===== config.mk =====
export PLATFORM = sky130hd
export DESIGN_NAME = mt_err_seq
export DESIGN_NICKNAME = d
export VERILOG_FILES = /design/src/rtl/mt_err_seq.sv
export SDC_FILE = /design/constraint.sdc
export NUM_CORES = 1
export LEC_CHECK = 0
export ABC_AREA = 1
export BUFFER_PORTS_ARGS = -buffer_cell sky130_fd_sc_hd__buf_2
export CAP_MARGIN = 40
export CORE_MARGIN = 2
export CORE_UTILIZATION = 50
export CTS_BUF_LIST = sky130_fd_sc_hd__clkbuf_2
export DETAILED_ROUTE_END_ITERATION = 16
export HOLD_SLACK_MARGIN = 0.08
export PLACE_DENSITY_LB_ADDON = 0.05
export SLEW_MARGIN = 15
export SYNTH_ARGS = -nofsm -noshare
export SYNTH_HDL_FRONTEND = slang
export SYNTH_SLANG_ARGS = --single-unit

===== constraint.sdc =====
create_clock -name clk -period 1.5 [get_ports clk]
set_input_delay 0.15 -clock clk [delete_from_list [all_inputs] [get_ports clk]]
set_output_delay 0.15 -clock clk [all_outputs]
set_load 0.01 [all_outputs]

===== src/rtl/mt_err_seq.sv =====
// MT (TM03) error/attention sequencer: registered error-register strobes, abort/stop handshake with timeout, one ATA per errored op.
// Optional saturating error-event counter on errCNT when MT_ERR_COUNT_EN is defined.
module mt_err_seq #(
  parameter int unsigned TIMEOUT = 1023,
  parameter int unsigned CW      = 10
) (
  input  logic        clk,
  input  logic        rst,
  input  logic        mtINIT,
  input  logic        funcGO,
  input  logic        funcDONE,
  input  logic        stopACK,
  input  logic [10:0] evt,
  output logic [10:0] setER,
  output logic        abort,
  output logic        setATA,
  output logic        busy,
  output logic        errSeen,
  output logic [15:0] errCNT
);

  typedef enum logic [2:0] {
    IDLE,
    RUN,
    ABORT,
    WAITSTOP,
    ATTN
  } state_e;

  localparam int unsigned OPI_BIT = 9;

  state_e        state_q, state_d;
  logic [10:0]   setER_q, setER_d;
  logic          errSeen_q, errSeen_d;
  logic [CW-1:0] cnt_q, cnt_d;

  logic clr;
  logic fatal_ev;
  logic reg_ev;
  logic any_ev;
  logic timeout;

  assign clr      = rst | mtINIT;
  assign fatal_ev = |evt[10:6];
  assign reg_ev   = |evt[2:0];
  assign any_ev   = |evt;
  // A stopACK arriving on the timeout cycle suppresses the forced OPI.
  assign timeout  = (state_q == WAITSTOP) && !stopACK && (cnt_q == CW'(TIMEOUT));

  always_ff @(posedge clk) begin
    if (clr) begin
      state_q <= IDLE;
    end else begin
      state_q <= state_d;
    end
  end

  always_comb begin
    state_d = state_q;
    unique case (state_q)
      IDLE: begin
        if (reg_ev) begin
          state_d = ATTN;
        end else if (funcGO) begin
          state_d = RUN;
        end
      end
      RUN: begin
        if (fatal_ev) begin
          state_d = ABORT;
        end else if (funcDONE) begin
          state_d = (errSeen_q || any_ev) ? ATTN : IDLE;
        end
      end
      ABORT:    state_d = WAITSTOP;
      WAITSTOP: begin
        if (stopACK || timeout) begin
          state_d = ATTN;
        end
      end
      ATTN:     state_d = IDLE;
      default:  state_d = IDLE;
    endcase
  end

  always_comb begin
    busy   = (state_q == RUN) || (state_q == ABORT) || (state_q == WAITSTOP);
    abort  = (state_q == ABORT);
    setATA = (state_q == ATTN);
  end

  always_comb begin
    setER_d          = evt;
    setER_d[OPI_BIT] = evt[OPI_BIT] | timeout;

    errSeen_d = errSeen_q;
    if ((state_q == IDLE) && funcGO && !reg_ev) begin
      errSeen_d = 1'b0;
    end
    // Events in the start cycle still count against the new function.
    if (any_ev || timeout) begin
      errSeen_d = 1'b1;
    end

    cnt_d = cnt_q;
    if (state_q == ABORT) begin
      cnt_d = '0;
    end else if (state_q == WAITSTOP) begin
      cnt_d = cnt_q + CW'(1);
    end
  end

  always_ff @(posedge clk) begin
    if (clr) begin
      setER_q   <= '0;
      errSeen_q <= 1'b0;
      cnt_q     <= '0;
    end else begin
      setER_q   <= setER_d;
      errSeen_q <= errSeen_d;
      cnt_q     <= cnt_d;
    end
  end

  assign setER   = setER_q;
  assign errSeen = errSeen_q;

`ifdef MT_ERR_COUNT_EN
  logic [15:0] ecnt_q;

  always_ff @(posedge clk) begin
    if (clr) begin
      ecnt_q <= '0;
    end else if ((any_ev || timeout) && (ecnt_q != '1)) begin
      ecnt_q <= ecnt_q + 16'd1;
    end
  end

  assign errCNT = ecnt_q;
`else
  assign errCNT = '0;
`endif

endmodule

==> results.cfg, run 1 <==
[setup_path]
cp_common_cell = inv_1
critical-path-max-stage-delay_ns = 0.41
crit_path_start_kind = register
timing.rr.end = state_q[2]$_SDFFE_PP0P_
critPathKind = register to output pin
logic_depth_of_the_worst_register_to_register_path = 9
worst_setup_path_end_kind = output pin
path_max_fanout = 4
r2r-start = cnt_q[0]$_SDFFE_PP0N_
r2r_slack_ns = 0.15
worst-endpoint-arrival_ns = 1.26
timing.critical_path.cells = inv_1 -> nor2_2 -> nand2_1 -> inv_1 -> buf_2
critPathRequiredTime_ns = 1.35
crit_path_top_delay_cell = dfxtp_2

[hold_path]
min_delay_path_depth = 5
whs_endpoint = state_q[0]$_SDFFE_PP0P_
hold_path_startpoint = funcGO
worst_hold_path_type = input port to register

[synthesis]
post_synthesis_register_bit_count = 25
muxShareOfSynthArea_pct = 0
synth_seq_area_share_pct = 40.5
synth_fa_ha_area_share_pct = 1.01
synthDominantAreaCellType = dfxtp_1
synthesis.yosys.warnings = 0
synth_compound_gate_area_share_pct = 5.87
synth.avg_cell_area_um2 = 7.06
post_synth_main_area_contributors = dfxtp_1 (40%), nor2_1 (11%), buf_4 (9.7%), nand2_1 (9.7%), inv_1 (7.9%)
synth_enable_flop_cells = 0
synth_common_cells = nor2_1 (35), nand2_1 (32), inv_1 (26)
asyncSetResetFlopFracSynth_pct = 0
postSynth.topFlopCell = dfxtp_1
dominant_cell_by_count_in_the_synthesized_netlist = nor2_1
syn_area_mm2 = 0.00124
post_synth_and_or_nand_nor_area_fraction_pct = 33.0
post_synthesis_xor_xnor_area_fraction_pct = 1.42
synth_cell_types = 24
synth_largest_type_area_fraction_pct = 40.5
postSynthCellCount = 175
synth_top_family_by_area = simple AND/OR/NAND/NOR gates

[sta]
finClkSkew_ns = 0.0120
setup-tns-final_ns = 0
setup_repair_after_global_routing_missed_its_margin = no
hold_slack_ns = 0.150
drv_slew = 0
achievable-frequency_ghz = 0.709
timing_hold_violations_final = 0
post-route-min-period_ns = 1.41
setup_violations_final = 0
layout_worst_path_cycle_share_pct = 94.0

[layout]
diodes = 0
layout.nets = 240
layout.filler_cells = 227
flow.area_growth_from_synthesis_pct = 22.9
finalInstanceArea_mm2 = 0.00152
post_route_cells_drive_above_1_share_pct = 21.7
sequential_cell_area_um2 = 502
final_cells = 251
multi_input_comb_area_um2 = 576

[detailed_routing]
detail_route.wl_per_cell_um = 9.92
via_per_inst = 4.52
postRouteAntennaNets = 0
num_vias = 1134
totalWireLength_um = 2490
drc = 0
dr_iter_0_viols = 19
first_pass_iters = 4

[global_routing]
overflow = 0
globalRouteTotalUtil_pct = 18.4
grt_start_max_net_pins = 17
antenna_found_initial = 0
first_pass_grt_wire_length_um = 3860
via_count_of_the_first_global_routing_pass = 974

[placement]
placedCellCount = 235
routabilityCongestion = 0.742
detailedPlacementHpwl_um = 1890
placement.io_buffers = 31
placedInstanceArea_mm2 = 0.00137

[clock_network]
post-cts-setup-buffer-count = 0
cts_num_sinks = 25
cts-buffers-inserted = 3
clock_tree.root_cell = clkbuf_2
clock_tree.buffer_depth = 2
number_of_levels_the_h_tree_was_split_into = 1
tritoncts = yes
clock_latency_ns = 0.36
clk_pin_slew_ns = 0.24

[power_and_ir_drop]
pwr_density_cell_mw_per_mm2 = 739
leakage_nw = 0.787
max-vdd-ir-drop_v = 0.000703

[floorplanning]
initial_utilization_pct = 51.3
boundaryPins = 48
design.die.area_mm2 = 0.00289
chipHeight_um = 53.7
placeable_core_area_mm2 = 0.00241
floorplan.die.width_um = 53.7
num_rows = 18

[job]
number_of_max_capacitance_violations_reported = 0

[status]
status = finished, final reports clean
## cells in the final DEF, fill, tap and decap left out
cell type and count:
conb_1 16, inv_1 26, inv_6 1, nand3_1 5
ha_1 1, and2_1 2, dlygate4sd3_1 12, or2_0 1
a21oi_1 9, or2_1 1, clkbuf_2 3, nand4_2 1
o21ai_0 2, buf_4 1, xor2_1 2, nor3_2 1
dfxtp_1 24, nand2_1 32, nand3b_1 1, buf_2 31
a31oi_1 1, nand4_1 1, nor3_1 2, nor2_2 1
nor2_1 35, dfxtp_2 1, nand2_2 4, nor2_4 3
o21bai_2 1
## state kept, by name (all words and copies together) (netlist names)
signal   count
state_q      3
setER       11
cnt_q       10
errSeen      1
## power breakdown
group / switching [W] / internal [W] / leakage [nW] / total (W)
Combinational: 0.0000827 / 0.0000640 / 0.566 / 0.000147
Clock: 0.000218 / 0.0000697 / 0.0170 / 0.000288
Sequential: 0.00000631 / 0.000682 / 0.204 / 0.000688
Total: 0.000307 / 0.000816 / 0.787 / 0.00112
## layout make-up
cell class,instances,share of cell area (%)
Inverter,26,6.43
Clock inverter,1,0.577
Multi-Input combinational cell,122,37.9
Clock buffer,3,0.988
Timing Repair Buffer,44,18.6
Tap cell,30,2.47
Sequential cell,25,33.0
## metal layers
| metal | up-vias | wire [um] | track usage (%) |
|---|---|---|---|
| li1 | 586 | - | - |
| met1 | 515 | 1050 | 20.3 |
| met2 | 28 | 1270 | 32.9 |
| met3 | 5 | 129 | 5.00 |
| met4 | 0 | 35 | 7.69 |
| met5 | - | 0 | 0 |
## critical path: cells and delay by family, from the launching register on
family,cells,cell delay (ns)
buffers and inverters,3,0.27
DFF,1,0.41
and+or+nand+nor,2,0.23
## metrics by stage
stage                     setup WS (ns)  utilization, %  total power (W)
after global routing            0.00724            63.0          0.00118
after detailed placement          0.178            56.8         0.000821
after global placement            0.249            56.8         0.000819
after floorplan                   0.341               -         0.000802
final                            0.0897            63.0          0.00112
after CTS                        0.0371            62.8          0.00113
## cells by family after synthesis
family	count (synthesis)
buffers and inverters	43
AND/OR/NAND/NOR	90
flip-flops	25
adder cells (fa/ha/maj)	1
XOR/XNOR	2
AO/OA/AOI/OAI	13
other	1
## what timing repair did
action | 4_1_cts | 5_1_grt
hold endpoints to repair | 12 | 0
hold buffers | 12 | 0
gates resized for setup | 0 | 2
endpoints found under the setup margin | 0 | 2
## worst max path at each step
stage,startpoint,end,slack [ns],cells after the start
2_1_floorplan,cnt_q[0]$_SDFFE_PP0N_,state_q[0]$_SDFFE_PP0P_,0.34,8
3_3_place_gp,cnt_q[0]$_SDFFE_PP0N_,errSeen$_SDFFE_PP0P_,0.25,7
3_5_place_dp,cnt_q[0]$_SDFFE_PP0N_,errSeen$_SDFFE_PP0P_,0.18,7
4_1_cts,state_q[1]$_SDFFE_PP0P_,abort,0.04,5
5_1_grt,cnt_q[0]$_SDFFE_PP0N_,state_q[2]$_SDFFE_PP0P_,0.007,9
6_report,state_q[1]$_SDFFE_PP0P_,abort,0.09,5
Note: power is estimated with default switching activity, not from simulation.
==> inputs of run 2 (changes only) <==
--- a/config.mk
+++ b/config.mk
@@ -8,8 +8,7 @@
 export ABC_AREA = 1
 export BUFFER_PORTS_ARGS = -buffer_cell sky130_fd_sc_hd__buf_2
 export CAP_MARGIN = 40
-export CORE_MARGIN = 2
-export CORE_UTILIZATION = 50
+export CORE_UTILIZATION = 30
 export CTS_BUF_LIST = sky130_fd_sc_hd__clkbuf_2
 export DETAILED_ROUTE_END_ITERATION = 16
 export HOLD_SLACK_MARGIN = 0.08
==> run 2 against run 1 <==
- final area rose by 3.5%
- worst hold slack got worse by 0.013 ns
- largest cell class unchanged
- routed wire length up 1.4%
- highest routed layer unchanged
- power shrank 1.2%
- global-route usage decreased by 5.6 points
- via count is 0.71% lower
- flip-flop and latch count did not move
==> results.cfg, run 2 (same netlist as run 1, synthesis figures left out) <==
[global_routing]
grt_met3_use_pct = 1.72
antenna_found_initial = 0
first_pass_grt_wire_length_um = 4220
globalRouteTotalUtil_pct = 12.8
overflow = 0
grt_start_max_net_pins = 16
global_route.peak_usage_layer = met2
met1_usage_pct = 15.7
grt_use_met2_pct = 21.6
via_count_of_the_first_global_routing_pass = 1008

[sta]
achievable-frequency_ghz = 0.731
layout_worst_path_cycle_share_pct = 91.2
setup_violations_final = 0
hold_slack_ns = 0.137
drv_slew = 0
timing_hold_violations_final = 0
setup-tns-final_ns = 0
finClkSkew_ns = 0.00681
setup_repair_after_global_routing_missed_its_margin = no
post-route-min-period_ns = 1.37

[detailed_routing]
postRouteAntennaNets = 0
via_per_inst = 4.14
drc = 0
detail_route.wl_per_cell_um = 9.28
first_pass_iters = 4
dr_iter_0_viols = 38
num_vias = 1126
totalWireLength_um = 2520

[layout]
layout.nets = 243
final_cells = 272
diodes = 0
post_route_cells_drive_above_1_share_pct = 23.2
flip_flop_count_of_the_largest_register_after_layout = 11
layout.core_utilization_pct = 41.4
most-common-layout-cells = nor2_1 (35), buf_2 (31), nand2_1 (30), inv_1 (26), dfxtp_1 (22)
flow.area_growth_from_synthesis_pct = 27.2
most_common_cell_after_layout_fill_and_taps_aside = nor2_1

[setup_path]
worst-endpoint-arrival_ns = 1.22
r2r-start = cnt_q[1]$_SDFFE_PP0N_
critPathRequiredTime_ns = 1.35
critical_path.top_delay_family = flip-flops
crit_path_top_delay_cell = dfxtp_4
cp_common_cell = inv_1
timing.rr.end = errSeen$_SDFFE_PP0P_
worst_setup_path_end_kind = output pin
path_buf_inv = 3
r2r_slack_ns = 0.15
timing.critical_path.cells = inv_1 -> nor2_2 -> nand2_2 -> inv_1 -> buf_2
crit_path_start_kind = register
critical-path-max-stage-delay_ns = 0.42
critPathKind = register to output pin
logic_depth_of_the_worst_register_to_register_path = 7
path_max_fanout = 4

[floorplanning]
design.die.area_mm2 = 0.00438
initial_utilization_pct = 32.5
chipHeight_um = 66.2
boundaryPins = 48
num_rows = 22
placeable_core_area_mm2 = 0.00380
floorplan.die.width_um = 66.2

[clock_network]
clock_tree.root_cell = clkbuf_2
clock_latency_ns = 0.34
clk_pin_slew_ns = 0.25
cts-buffers-inserted = 3
tritoncts = yes
cts_num_sinks = 25
clock_tree.buffer_depth = 2
number_of_levels_the_h_tree_was_split_into = 1

[job]
number_of_max_capacitance_violations_reported = 0

[placement]
placedCellCount = 253
placement.io_buffers = 31
detailedPlacementHpwl_um = 1860
routabilityCongestion = 0.822

[hold_path]
worst_hold_path_type = input port to register
hold_path_startpoint = funcGO
min_delay_path_depth = 5
whs_endpoint = state_q[0]$_SDFFE_PP0P_

[power_and_ir_drop]
pwr_density_cell_mw_per_mm2 = 706
leakage_nw = 0.798
max-vdd-ir-drop_v = 0.000280
report.power.total_w = 0.00111

[status]
status = finished, final reports clean
[run 2: how the worst max path moves through the flow]
stage,startpoint,end,slack (ns),cells past startpoint
global route,cnt_q[1]$_SDFFE_PP0N_,setER[9]$_SDFF_PP0_,0.004,7
CTS,state_q[1]$_SDFFE_PP0P_,abort,0.05,5
floorplan,cnt_q[0]$_SDFFE_PP0N_,state_q[0]$_SDFFE_PP0P_,0.34,8
global placement,cnt_q[0]$_SDFFE_PP0N_,errSeen$_SDFFE_PP0P_,0.21,7
finish,state_q[1]$_SDFFE_PP0P_,abort,0.13,5
detailed placement,cnt_q[0]$_SDFFE_PP0N_,errSeen$_SDFFE_PP0P_,0.15,7
[run 2: area by class of cell]
type,instances,area (um^2)
multi-input combinational,122,576
timing repair buffer,47,310
clock buffer,3,15.0
fill,401,2230
sequential,25,507
inverter,26,97.6
tap,48,60.1
clock inverter,1,7.51
[run 2: power by group]
group	switching (W)	leakage (nW)	internal, W
registers	0.00000641	0.205	0.000680
clock network	0.000211	0.0126	0.0000619
logic	0.0000824	0.580	0.0000673
[run 2: worst register-to-register path: stages (launching register included)]
cell,delay (ns)
dfxtp_2,0.40
ha_1,0.16
nand2_1,0.07
nor2_1,0.11
nand3_1,0.14
nor3_1,0.27
nor2_1,0.08
nor2_1,0.08
[run 2: per-stage QoR]
step	cell area (um^2)	worst slack [ns]
2_1_floorplan	1290	0.341
3_3_place_gp	1390	0.208
3_5_place_dp	1390	0.146
4_1_cts	1530	0.0498
5_1_grt	1570	0.00355
6_report	1570	0.132
[run 2: routing by layer]
metal | share of wire [%] | up-vias
li1 | - | 593
met1 | 47 | 498
met2 | 48 | 31
met3 | 3.6 | 4
met4 | 1.5 | 0
met5 | 0 | -
[run 2: timing repair]
item,in CTS,in global routing
resized for setup,0,6
hold buffers,12,2
hold endpoints to repair,11,1
setup buffers,0,1
setup endpoints to repair,0,5
